==> src/rtl/sort4_seq_ctrl.sv <==
// Serial 4-key sorter: loads four keys, runs the 5-step odd-even merge network on one
// shared comparator, then drains keys ascending. Define SORT4_SWAPCNT_EN to add swap_cnt.
module sort4_seq_ctrl #(
  parameter int WIDTH = 4
) (
  input  logic             clk,
  input  logic             rst_n,
  input  logic             in_valid,
  output logic             in_ready,
  input  logic [WIDTH-1:0] in_data,
  output logic             out_valid,
  input  logic             out_ready,
  output logic [WIDTH-1:0] out_data,
  output logic             out_last,
  output logic             busy
`ifdef SORT4_SWAPCNT_EN
  ,
  output logic [2:0]       swap_cnt
`endif
);

  typedef enum logic [1:0] {
    LOAD  = 2'd0,
    SORT  = 2'd1,
    DRAIN = 2'd2
  } state_t;

  state_t           state;
  state_t           state_nxt;
  logic [WIDTH-1:0] r [4];
  logic [1:0]       wr_idx;
  logic [1:0]       rd_idx;
  logic [2:0]       step;
  logic [1:0]       cmp_a;
  logic [1:0]       cmp_b;
  logic             do_swap;
  logic             accept;
  logic             emit;

  // Compare-exchange pair {a, b} for each step of the odd-even merge network.
  function automatic logic [3:0] pair_sel(input logic [2:0] s);
    case (s)
      3'd1:    return {2'd2, 2'd3};
      3'd2:    return {2'd0, 2'd2};
      3'd3:    return {2'd1, 2'd3};
      3'd4:    return {2'd1, 2'd2};
      default: return {2'd0, 2'd1};
    endcase
  endfunction

  assign {cmp_a, cmp_b} = pair_sel(step);
  assign do_swap = (state == SORT) && (r[cmp_a] > r[cmp_b]);
  assign accept  = in_valid && in_ready;
  assign emit    = out_valid && out_ready;

  always_ff @(posedge clk) begin
    if (!rst_n) state <= LOAD;
    else        state <= state_nxt;
  end

  always_comb begin
    state_nxt = state;
    case (state)
      LOAD:    if (accept && (wr_idx == 2'd3)) state_nxt = SORT;
      SORT:    if (step == 3'd4)               state_nxt = DRAIN;
      DRAIN:   if (emit && out_last)           state_nxt = LOAD;
      default:                                 state_nxt = LOAD;
    endcase
  end

  always_comb begin
    in_ready  = rst_n && (state == LOAD);
    out_valid = (state == DRAIN);
    out_data  = out_valid ? r[rd_idx] : '0;
    out_last  = out_valid && (rd_idx == 2'd3);
    busy      = (state != LOAD) || (wr_idx != 2'd0);
  end

  always_ff @(posedge clk) begin
    if (!rst_n) begin
      for (int i = 0; i < 4; i++) r[i] <= '0;
      wr_idx   <= 2'd0;
      rd_idx   <= 2'd0;
      step     <= 3'd0;
`ifdef SORT4_SWAPCNT_EN
      swap_cnt <= 3'd0;
`endif
    end else begin
      case (state)
        LOAD: begin
          if (accept) begin
            r[wr_idx] <= in_data;
            wr_idx    <= wr_idx + 2'd1;
            if (wr_idx == 2'd3) begin
              step     <= 3'd0;
`ifdef SORT4_SWAPCNT_EN
              swap_cnt <= 3'd0;
`endif
            end
          end
        end
        SORT: begin
          if (do_swap) begin
            r[cmp_a] <= r[cmp_b];
            r[cmp_b] <= r[cmp_a];
`ifdef SORT4_SWAPCNT_EN
            swap_cnt <= swap_cnt + 3'd1;
`endif
          end
          step <= step + 3'd1;
          if (step == 3'd4) rd_idx <= 2'd0;
        end
        DRAIN: begin
          if (emit) rd_idx <= rd_idx + 2'd1;
        end
        default: ;
      endcase
    end
  end

endmodule

==> config.mk <==
export PLATFORM = sky130hd
export DESIGN_NAME = sort4_seq_ctrl
export DESIGN_NICKNAME = d
export VERILOG_FILES = /design/src/rtl/sort4_seq_ctrl.sv
export SDC_FILE = /design/constraint.sdc
export NUM_CORES = 1
export LEC_CHECK = 0
export BUFFER_PORTS_ARGS = -buffer_cell sky130_fd_sc_hd__buf_2
export CAP_MARGIN = 20
export CORE_MARGIN = 2
export CORE_UTILIZATION = 40
export DETAILED_ROUTE_END_ITERATION = 6
export GPL_TIMING_DRIVEN = 0
export HOLD_SLACK_MARGIN = 0.05
export PLACE_DENSITY = 0.69
export SETUP_SLACK_MARGIN = 0.5
export SLEW_MARGIN = 5
export SYNTH_ARGS = -nofsm -noshare
export SYNTH_HDL_FRONTEND = slang
export SYNTH_SLANG_ARGS = --single-unit
==> constraint.sdc <==
create_clock -name clk -period 3.6 [get_ports clk]
set_input_delay 0.9 -clock clk [delete_from_list [all_inputs] [get_ports clk]]
set_output_delay 0.9 -clock clk [all_outputs]
set_load 0.01 [all_outputs]
== Yosys cells after proc, flatten, opt, wreduce, memory -nomap -nowiden ==
Memory sizes are Yosys's and may differ from the RTL's. A register that Yosys moved wholly into a read port is not among the register bits.
Cells that the tools add are included.

* Bits in registers: 9
* Bits in latches: 0
* Memory bits (writable): 16
* ROM bits: 0
* Output and inout port bits: 8
* Memories: 1

* $add $sub $neg: 3
* $mul: 0
* Div/mod/pow operators: 0
* $lt $le $gt $ge: 1
* Eq/ne operators: 14
* Shift-type cells: 0
* Multiplexer cells: 32
* Bitwise operators: 0
* Reductions and logical operators: 20

{| class="wikitable"
|+ Memory list
! memory !! words !! width !! rd ports !! clocked after memory_dff !! wr ports !! line !! RTL
|-
| r || 4 || 4 || 3 || 1 || 4 || 30 || <nowiki>logic [WIDTH-1:0] r [4];</nowiki>
|}

{| class="wikitable"
|+ Operators by type and width
! cell !! number
|-
| 2-to-1 mux 2 bit || 10
|-
| 2-to-1 mux 4 bit || 4
|-
| case mux 4 bit (4 select lines) || 1
|-
| 2-to-1 mux 1 bit || 12
|-
| OR reduction 4 bit || 3
|-
| AND reduction 3 bit || 3
|-
| nonzero test 2 bit || 4
|-
| logical AND 1 bit || 7
|-
| equality test 2 bit (second input constant) || 3
|-
| equality test 3 x 2 -> 1 bit (second input constant) || 2
|-
| 2-to-1 mux 3 bit || 2
|-
| != test 2 x 1 -> 1 bit (second input constant) || 3
|-
| != test 2 bit (second input constant) || 3
|-
| case mux 2 bit (3 select lines) || 1
|-
| case mux 3 bit (2 select lines) || 1
|-
| adder 2 x 1 -> 2 bit (second input constant) || 2
|-
| greater-than comparator 4 bit || 1
|-
| case mux 2 bit (2 select lines) || 1
|-
| adder 3 x 1 -> 3 bit (second input constant) || 1
|-
| equality test 3 x 1 -> 1 bit (second input constant) || 1
|-
| equality test 3 bit (second input constant) || 1
|-
| equality test 2 x 1 -> 1 bit (second input constant) || 1
|-
| zero test 2 bit || 1
|-
| AND reduction 2 bit || 1
|-
| logical OR 1 bit || 1
|}

== Longest topological paths before layout ==
Gate-level depths: netlist (run 1).
An unclocked memory read counts as a cell.

* Depth after elaboration: 11
* Depth in mapped cells: 13

== Worst setup path before layout (run 1) ==
OpenSTA, ideal clock, no wires.

* Kind: reg2reg
* From: register step[0]
* To: memory r[1][0], enable pin
* Arrival: 3.123 ns
* Required time: 3.329 ns
* Slack: 0.207 ns
* Stages on the path, launching flop included: 13
* Path buffers: 1
* Cells stage by stage: dfxtp_1 -> inv_1 -> ha_1 -> or4_4 -> and2_4 -> buf_6 -> mux2i_4 -> ha_1 -> nor2b_1 -> o211a_1 -> o21ai_1 -> nor2_1 -> or3b_2

{| class="wikitable"
|+ RTL lines
! what !! line !! RTL
|-
| from (decl) || 33 || <nowiki>logic [2:0] step;</nowiki>
|-
| from (signal assigned) || 110 || <nowiki>step <= step + 3'd1;</nowiki>
|-
| to (decl) || 30 ||
|}

==> results of run 1 <==
[synthesized netlist by cell type (all sizes together) (2+ instances only)]
master	n	area, µm²
a211oi	5	42.5
a21boi	2	15.0
a21oi	13	65.1
a22o	5	43.8
a22oi	2	20.0
and2	6	40.0
buf	4	32.5
clkbuf	4	15.0
dfxtp	11	220
edfxtp	16	480
ha	11	138
inv	5	18.8
mux2	6	67.6
mux2i	5	87.6
mux4	8	180
nand2	14	52.6
nand2b	3	18.8
nand3	5	25.0
nand3b	3	22.5
nor2	8	30.0
nor2b	11	68.8
nor3	4	20.0
nor3b	3	22.5
o211ai	3	22.5
o21a	4	30.0
o21ai	8	51.3
[registers in the layout (all words and copies together), names as in the netlist, named ones only]
signal	flops
step	3
r	16
rd_idx	2
wr_idx	2
state	2
[critical path, stage by stage (launching register included)]
cell      delay, ns
dfxtp_4        0.41
inv_4          0.05
ha_4           0.14
or4_4          0.49
and2_4         0.16
buf_12         0.14
mux2i_4        0.20
ha_4           0.23
nor2b_4        0.12
o211ai_1       0.28
a21oi_2        0.16
a221oi_4       0.36
buf_6          0.17
a211oi_2       0.04
[metal layers]
layer / GRT usage (%) / wire length (µm) / vias up
met2: 34.9 / 2620 / 38
met3: 2.98 / 176 / 8
met5: 0 / 0 / -
li1: - / - / 800
met4: 6.26 / 106 / 0
met1: 24.7 / 2170 / 823
[timing repair]
action | 4_1_cts | 5_1_grt
buffers inserted | 23 | 5
hold buffers | 0 | 0
gates resized for setup | 29 | 3
pin swaps | 21 | 14
endpoints found under the setup margin | 32 | 32
[power groups by stage]
stage          Combinational, mW  Clock, mW  Sequential, mW
5_1_grt                    0.144      0.200           0.353
2_1_floorplan             0.0758          0           0.354
6_report                   0.133      0.185           0.352
4_1_cts                    0.126      0.186           0.352
3_3_place_gp              0.0994          0           0.358
3_5_place_dp               0.102          0           0.358
[final timing paths]
check / start / to / slack, ns / cells past startpoint
min reg2reg: rd_idx[0] / flop / 0.53 / 2
max: step[0] / r[2][1] / 0.39 / 13
max reg2reg: step[0] / r[2][1] / 0.39 / 13
min: rd_idx[0] / flop / 0.53 / 2
[area by class of cell]
cell class	instances	area [µm²]	area share, %
multi-input cells	144	1420	53.6
clock buffers	3	41.3	1.55
repair buffers	43	300	11.3
inverters	5	21.3	0.800
well taps	67	83.8	3.15
plain buffers	8	72.6	2.73
flip-flops and latches	27	708	26.6
clock inverters	1	7.51	0.282
[cell families after synthesis]
| family | count (synthesis) | synth area share [%] |
|---|---|---|
| simple gates | 64 | 18.3 |
| compound gates | 50 | 18.7 |
| flops | 27 | 35.6 |
| mux | 19 | 17.0 |
| buf+inv | 13 | 3.37 |
| fa+ha+maj | 11 | 6.99 |
==> results.toml, run 1 <==
[cts]
cts_sinks = 27
cts_buffers = 3
cts_tree = "built"
clk_pin_slew_ns = 0.10
ctsRootBufferMaster = "clkbuf_8"
clock_path_buffers = 2
clk_latency_ns = 0.29
htreeDepth = 1

[yosys]
avgSynthCellArea_um2 = 10.7
syn-num-nets = 203
synthFlopType = "edfxtp_1"
ys_ff_latch = 27
synthCells = 184
synth-edff-count = 16
yosysUniqueCellTypes = 48
ys_async_sr_fraction_pct = 0
ys_seq_area_share_pct = 35.6
syn_area_um2 = 1970
ys_warn_count = 0

[power]
power_density_nw_per_um2 = 252
p_int_mw = 0.483
power_frac_comb_pct = 19.9
leakage_nw = 0.939
ir_drop_mv = 0.160
p_sw_share_pct = 27.8
power_frac_clock_pct = 27.6
p_seq_share_pct = 52.5
p_switching_mw = 0.186
finalPower_mw = 0.670

[run]
maxCapViolCount = 0

[timing]
final-setup-viol-count = 0
max_freq_mhz = 312
setup_slack_ns = 0.394
fin_worst_skew_ns = 0.00225
rsz0062_at_grt = "true"
slew_headroom_pct = 65.7
hold_viol_final = 0
tightest_slew_ns = 0.515
tns_ns = 0
period_needed_ns = 3.21
min_period_over_period_pct = 89.0
drv_slew = 0
holdWs_ns = 0.530

[finish]
mostFrequentLayoutCell = "buf_4"
fin_nets = 251
final_cell_mix = "buf_4 (24), buf_2 (16), edfxtp_1 (16), nand2_1 (13), dfxtp_1 (9)"
syn_to_final_growth_pct = 35.0
instances_no_fill = 298
fin_area_um2 = 2660
drive_above_1_share_pct = 48.5
fillers = 406
diodes = 0
post-route-util_pct = 56.3

[detailed_routing]
drt_iter0_markers = 95
route.detailed.drc = 0
ant_nets = 0
wl_per_cell_um = 17.0
dr.pass1.iters = 4
routed_wl_um = 5080
avgViaCountPerCell = 5.60
vias = 1669

[worst_hold_path]
hold_path.class = "flop to flop"

[placement]
globalplace.congestion = 0.827
place_ws_ns = -0.127
dp_hpwl_um = 3680
placed_cells = 266
placed_area_um2 = 2220
io_buffer_count = 15

[die]
core_um2 = 4720
die_h_um = 74.2
start_util_pct = 41.7
row_count = 25
die_width_um = 74.2
die-area_um2 = 5500
io_pins = 16

[global_routing]
grt.total_usage_pct = 19.7
grt_pass1_wl_um = 8240
antenna_found_initial = 0
grt_overflow = 0
grt_pass1_vias = 1655
grt_max_degree = 17

[worst_setup_path]
critPathMaxFanout = 6
end_kind = "flop"
worstPathRequired_ns = 3.63
critical_path.startpoint_type = "flop"
crit_type = "flop to flop"
cp.arrival_ns = 3.24

[outcome]
status = "finished, final reports clean"
(Power assumes the default switching activity.)
==> run 2: changes to the inputs <==
--- a/config.mk
+++ b/config.mk
@@ -9,10 +9,11 @@
 export CAP_MARGIN = 20
 export CORE_MARGIN = 2
 export CORE_UTILIZATION = 40
+export CTS_BUF_LIST = sky130_fd_sc_hd__clkbuf_2 sky130_fd_sc_hd__clkbuf_4 sky130_fd_sc_hd__clkbuf_8
 export DETAILED_ROUTE_END_ITERATION = 6
 export GPL_TIMING_DRIVEN = 0
 export HOLD_SLACK_MARGIN = 0.05
-export PLACE_DENSITY = 0.69
+export PLACE_DENSITY = 0.67
 export SETUP_SLACK_MARGIN = 0.5
 export SLEW_MARGIN = 5
 export SYNTH_ARGS = -nofsm -noshare
==> constraint.sdc (replaced) <==
create_clock -name clk -period 3.1 [get_ports clk]
set_input_delay 0.775 -clock clk [delete_from_list [all_inputs] [get_ports clk]]
set_output_delay 0.775 -clock clk [all_outputs]
set_load 0.01 [all_outputs]
==> run 2 against run 1 <==
The run now ends with negative setup slack left. Sequential share of layout area is 0.59 points higher. Hold slack better by 0.0071 ns. Via count shrank 2.5%. Critical path depth did not move. Register-to-register slack got worse by 0.48 ns. Wire length is 2.7% lower. Clock power is 14% higher. Clock skew is 0.0036 ns higher. First-iteration DRC count increased by 2.1%. Final area fell by 2.2%. Non-clock buffer count is 4 lower. Combinational power up 17%.
==> results.toml, run 2 (same netlist as run 1, synthesis figures left out) <==
[power]
p_int_mw = 0.562
power_density_nw_per_um2 = 297
p_switching_mw = 0.212
power_frac_comb_pct = 20.0
p_sw_share_pct = 27.4
power_frac_clock_pct = 27.2
p_seq_share_pct = 52.8
ir_drop_mv = 0.184
leakage_nw = 0.918

[detailed_routing]
ant_nets = 0
avgViaCountPerCell = 5.53
drt_iter0_markers = 97
route.detailed.drc = 0
vias = 1627
dr.pass1.iters = 4
routed_wl_um = 4940
wl_per_cell_um = 16.8

[outcome]
violations = "negative setup slack"
status = "finished, violations left"

[placement]
globalplace.congestion = 0.771
dp_hpwl_um = 3580
io_buffer_count = 15

[timing]
setup_slack_ns = -0.0890
slew_headroom_pct = 67.0
final-setup-viol-count = 24
drv_slew = 0
tightest_slew_ns = 0.495
min_period_over_period_pct = 103
hold_viol_final = 0
rsz0062_at_grt = "true"
holdWs_ns = 0.537
max_freq_mhz = 314
tns_ns = -1.27
period_needed_ns = 3.19
fin_worst_skew_ns = 0.00586

[worst_setup_path]
crit_type = "flop to flop"
critical_path.startpoint_type = "flop"
worstPathRequired_ns = 3.13
cp.arrival_ns = 3.22
end_kind = "flop"
r2r_slack_ns = -0.09
critPathMaxFanout = 6

[finish]
fillers = 415
fin_nets = 247
largestRegisters = "r x16, step x3"
drive_above_1_share_pct = 46.7
syn_to_final_growth_pct = 32.1
largest-register = "r"
diodes = 0
mostFrequentLayoutCell = "buf_4"
final_cell_mix = "buf_4 (22), buf_2 (16), edfxtp_1 (16), nand2_1 (13), a21oi_1 (10)"
largest_reg_flops = 16

[cts]
clock_path_buffers = 2
clk_latency_ns = 0.28
clk_pin_slew_ns = 0.09
cts_tree = "built"
htreeDepth = 1
cts_hold_buf = 0
cts_sinks = 27
cts_buffers = 3
ctsRootBufferMaster = "clkbuf_8"

[worst_hold_path]
hold_path.class = "flop to flop"

[die]
io_pins = 16
row_count = 25
start_util_pct = 41.7
die-area_um2 = 5500
core_um2 = 4720
die_h_um = 74.2
die_width_um = 74.2

[global_routing]
grt_pass1_wl_um = 7800
grt_pass1_vias = 1582
grt.total_usage_pct = 18.9
antenna_found_initial = 0
grt_max_degree = 17
grt_overflow = 0

[run]
maxCapViolCount = 0
[run 2: cell count changes in the layout (fill, tap and decap cells not counted), moves of 2 or more]
cell | before | now
a21oi_1 | 7 | 10
a21oi_2 | 6 | 3
buf_4 | 24 | 22
buf_6 | 6 | 4
nand3_2 | 0 | 2
[run 2: final cells by class]
type / count / area [µm²] / share of cell area, %
Tap cell: 67 / 83.8 / 3.22
Clock buffer: 3 / 41.3 / 1.59
Buffer: 8 / 72.6 / 2.79
Inverter: 5 / 21.3 / 0.818
Timing Repair Buffer: 39 / 263 / 10.1
Clock inverter: 1 / 7.51 / 0.289
Sequential cell: 27 / 708 / 27.2
Multi-Input combinational cell: 144 / 1400 / 54.0
[run 2: critical path: stages (launching register included)]
cell and delay, ns:
dfxtp_4 0.40, inv_4 0.05, ha_4 0.14, or4_4 0.48, and2_4 0.16, buf_12 0.14
mux2i_4 0.20, ha_4 0.23, nor2b_4 0.13, o211ai_1 0.26, a21oi_2 0.17, a221oi_4 0.37
buf_6 0.17, a211oi_2 0.04
[run 2: layer usage]
metal	track usage (%)	wire length, µm
met4	4.65	121
met2	33.8	2520
met1	23.7	2020
met3	3.25	273
met5	0	0
[run 2: final timing paths]
kind	start	endpoint	cells past startpoint
hold reg to reg	rd_idx[0]	flop	2
setup reg to reg	step[0]	r[2][3]	13
setup / recovery	step[0]	r[2][3]	13
hold / removal	rd_idx[0]	flop	2
[run 2: power groups by stage]
stage | Sequential [mW] | Clock, mW | Combinational (mW)
3_5_place_dp | 0.417 | 0 | 0.118
5_1_grt | 0.410 | 0.225 | 0.169
3_3_place_gp | 0.416 | 0 | 0.116
2_1_floorplan | 0.411 | 0 | 0.0892
4_1_cts | 0.409 | 0.209 | 0.132
6_report | 0.409 | 0.210 | 0.155
[run 2: repair_timing]
| item | 4_1_cts | 5_1_grt |
|---|---|---|
| setup buffers | 13 | 11 |
| gates resized for setup | 16 | 9 |
| endpoints found under the setup margin | 32 | 32 |
| pin swaps | 12 | 14 |
[run 2: stage by stage]
step,setup WS [ns],cells,utilization (%),power (mW),cell area [µm²]
finish,-0.0890,294,55.1,0.774,2600
global route,-0.184,294,55.1,0.804,2600
CTS,-0.134,283,52.2,0.750,2470
detailed placement,-0.576,266,47.1,0.535,2230
global placement,-0.560,266,47.1,0.532,2230
floorplan,-0.0672,184,-,0.500,2070
==> run 3: changes to the inputs <==
--- a/config.mk
+++ b/config.mk
@@ -5,15 +5,15 @@
 export SDC_FILE = /design/constraint.sdc
 export NUM_CORES = 1
 export LEC_CHECK = 0
-export BUFFER_PORTS_ARGS = -buffer_cell sky130_fd_sc_hd__buf_2
 export CAP_MARGIN = 20
 export CORE_MARGIN = 2
-export CORE_UTILIZATION = 40
+export CORE_UTILIZATION = 45
 export CTS_BUF_LIST = sky130_fd_sc_hd__clkbuf_2 sky130_fd_sc_hd__clkbuf_4 sky130_fd_sc_hd__clkbuf_8
 export DETAILED_ROUTE_END_ITERATION = 6
+export DONT_BUFFER_PORTS = 1
 export GPL_TIMING_DRIVEN = 0
 export HOLD_SLACK_MARGIN = 0.05
-export PLACE_DENSITY = 0.67
+export PLACE_DENSITY = 0.7
 export SETUP_SLACK_MARGIN = 0.5
 export SLEW_MARGIN = 5
 export SYNTH_ARGS = -nofsm -noshare
==> run 3 against run 2 <==
The flow still finishes with violations (negative setup slack). Sequential power is essentially flat. Via count grew 6.5%. Clock power shrank 2%. Clock-buffer cell count is the same. Power grew 1.3%. Final cell count shrank 7.8%. Non-clock buffer count shrank 8. Core utilization grew 5.9 points. Sequential share of layout area shrank 0.20 points. Critical path depth grew 1. Critical path type unchanged. Critical endpoint is now r[2][1].
==> results.toml, run 3 (same netlist as run 1, synthesis figures left out) <==
[global_routing]
antenna_found_initial = 0
grt.total_usage_pct = 23.6
grt-busiest-layer = "met2"
grt_pass1_wl_um = 9010
grt_pass1_vias = 1767
grt_overflow = 0
grt_max_degree = 16
use_met3_pct = 4.47
met1_usage_pct = 25.0
met2_usage_pct = 43.9

[timing]
max_freq_mhz = 302
slew_headroom_pct = 66.6
final-setup-viol-count = 31
setup_slack_ns = -0.208
tightest_slew_ns = 0.501
min_period_over_period_pct = 107
fin_worst_skew_ns = 0.00502
drv_slew = 0
hold_viol_final = 0
rsz0062_at_grt = "true"
period_needed_ns = 3.31

[finish]
largest-register = "r"
syn_to_final_growth_pct = 33.0
largestRegisters = "r x16, step x3"
final_cell_mix = "buf_4 (26), edfxtp_1 (16), nand2_1 (13), dfxtp_1 (9)"
regArea_um2 = 708
fillers = 329
multi_input_area_um2 = 1450
drive_above_1_share_pct = 47.0
fin_nets = 239
fin_area_um2 = 2620
largest_reg_flops = 16
mostFrequentLayoutCell = "buf_4"
diodes = 0

[cts]
cts_sinks = 27
cts_tree = "built"
ctsRootBufferMaster = "clkbuf_8"
clock_path_buffers = 2
cts_buffers = 3
clk_latency_ns = 0.27
clk_pin_slew_ns = 0.10
htreeDepth = 1

[worst_setup_path]
critPathMaxFanout = 6
critical_path.startpoint_type = "flop"
ff2ff_path_depth = 14
crit_type = "flop to flop"
end_kind = "flop"
worstPathRequired_ns = 3.13
cp.arrival_ns = 3.33

[outcome]
status = "finished, violations left"
violations = "negative setup slack"

[placement]
dp_hpwl_um = 3830
io_buffer_count = 0
placed_area_um2 = 2130
globalplace.congestion = 0.845

[worst_hold_path]
hold_path.class = "flop to flop"
hold-path-cell-count = 2

[die]
row_count = 24
die_h_um = 70.2
die_width_um = 70.2
die-area_um2 = 4920
start_util_pct = 45.9
core_um2 = 4290
io_pins = 16

[detailed_routing]
drt_iter0_markers = 89
ant_nets = 0
wl_per_cell_um = 21.4
avgViaCountPerCell = 6.39
vias = 1733
route.detailed.drc = 0
routed_wl_um = 5810
dr.pass1.iters = 4

[power]
leakage_nw = 0.893
ir_drop_mv = 0.180
power_density_nw_per_um2 = 299
finalPower_mw = 0.783

[run]
maxCapViolCount = 0
-- run 3: critical path: stages (launching register included) --
cell and delay, ns:
dfxtp_4 0.42, inv_4 0.05, ha_4 0.14, or4_4 0.48
and2_4 0.16, buf_12 0.14, mux2i_4 0.21, ha_4 0.23
nor2b_4 0.13, o211a_4 0.24, o21ai_4 0.22, buf_6 0.17
buf_6 0.13, o21a_1 0.22, a211oi_2 0.09
-- run 3: power by group --
part	switching (mW)	internal (mW)	leakage, nW
clock network	0.115	0.0902	0.0255
logic	0.0859	0.0820	0.610
registers	0.0161	0.395	0.258
total	0.216	0.567	0.893
-- run 3: metal layers --
metal  up-vias  part of all wire (%)
met5         -                     0
met4         0                   4.5
met3        29                   5.3
met2        76                    53
met1       850                    37
li1        778                     -
-- run 3: final timing paths --
kind / startpoint / endpoint / slack (ns)
worst min register to register: rd_idx[0] / flop / 0.53
worst max register to register: step[0] / r[2][1] / -0.21
worst min-delay path: rd_idx[0] / flop / 0.53
worst max-delay path: step[0] / r[2][1] / -0.21
-- run 3: repair_timing --
action                     CTS  global route
setup buffers               19            12
setup endpoints to repair   32            32
hold buffers                 0             0
gates resized for setup     24            14
pin swaps                   17            16
-- run 3: stage by stage --
step	utilization [%]	TNS (ns)	instances	hold WS (ns)	setup slack, ns
final	61.0	-3.83	271	0.531	-0.208
after detailed placement	49.7	-12.76	236	0.516	-0.579
after global routing	61.0	-6.15	271	0.567	-0.268
after CTS	57.5	-1.73	259	0.534	-0.137
after global placement	49.7	-8.20	236	0.494	-0.408
after floorplan	-	-0.387	184	0.473	-0.0672
-- run 3: area by class of cell --
class | instances | area share, %
buffer | 8 | 2.82
clock buffer | 3 | 1.58
clock inverter | 1 | 0.191
inverter | 5 | 0.812
multi-input combinational | 144 | 55.5
sequential | 27 | 27.0
tap | 52 | 2.48
timing repair buffer | 31 | 9.60
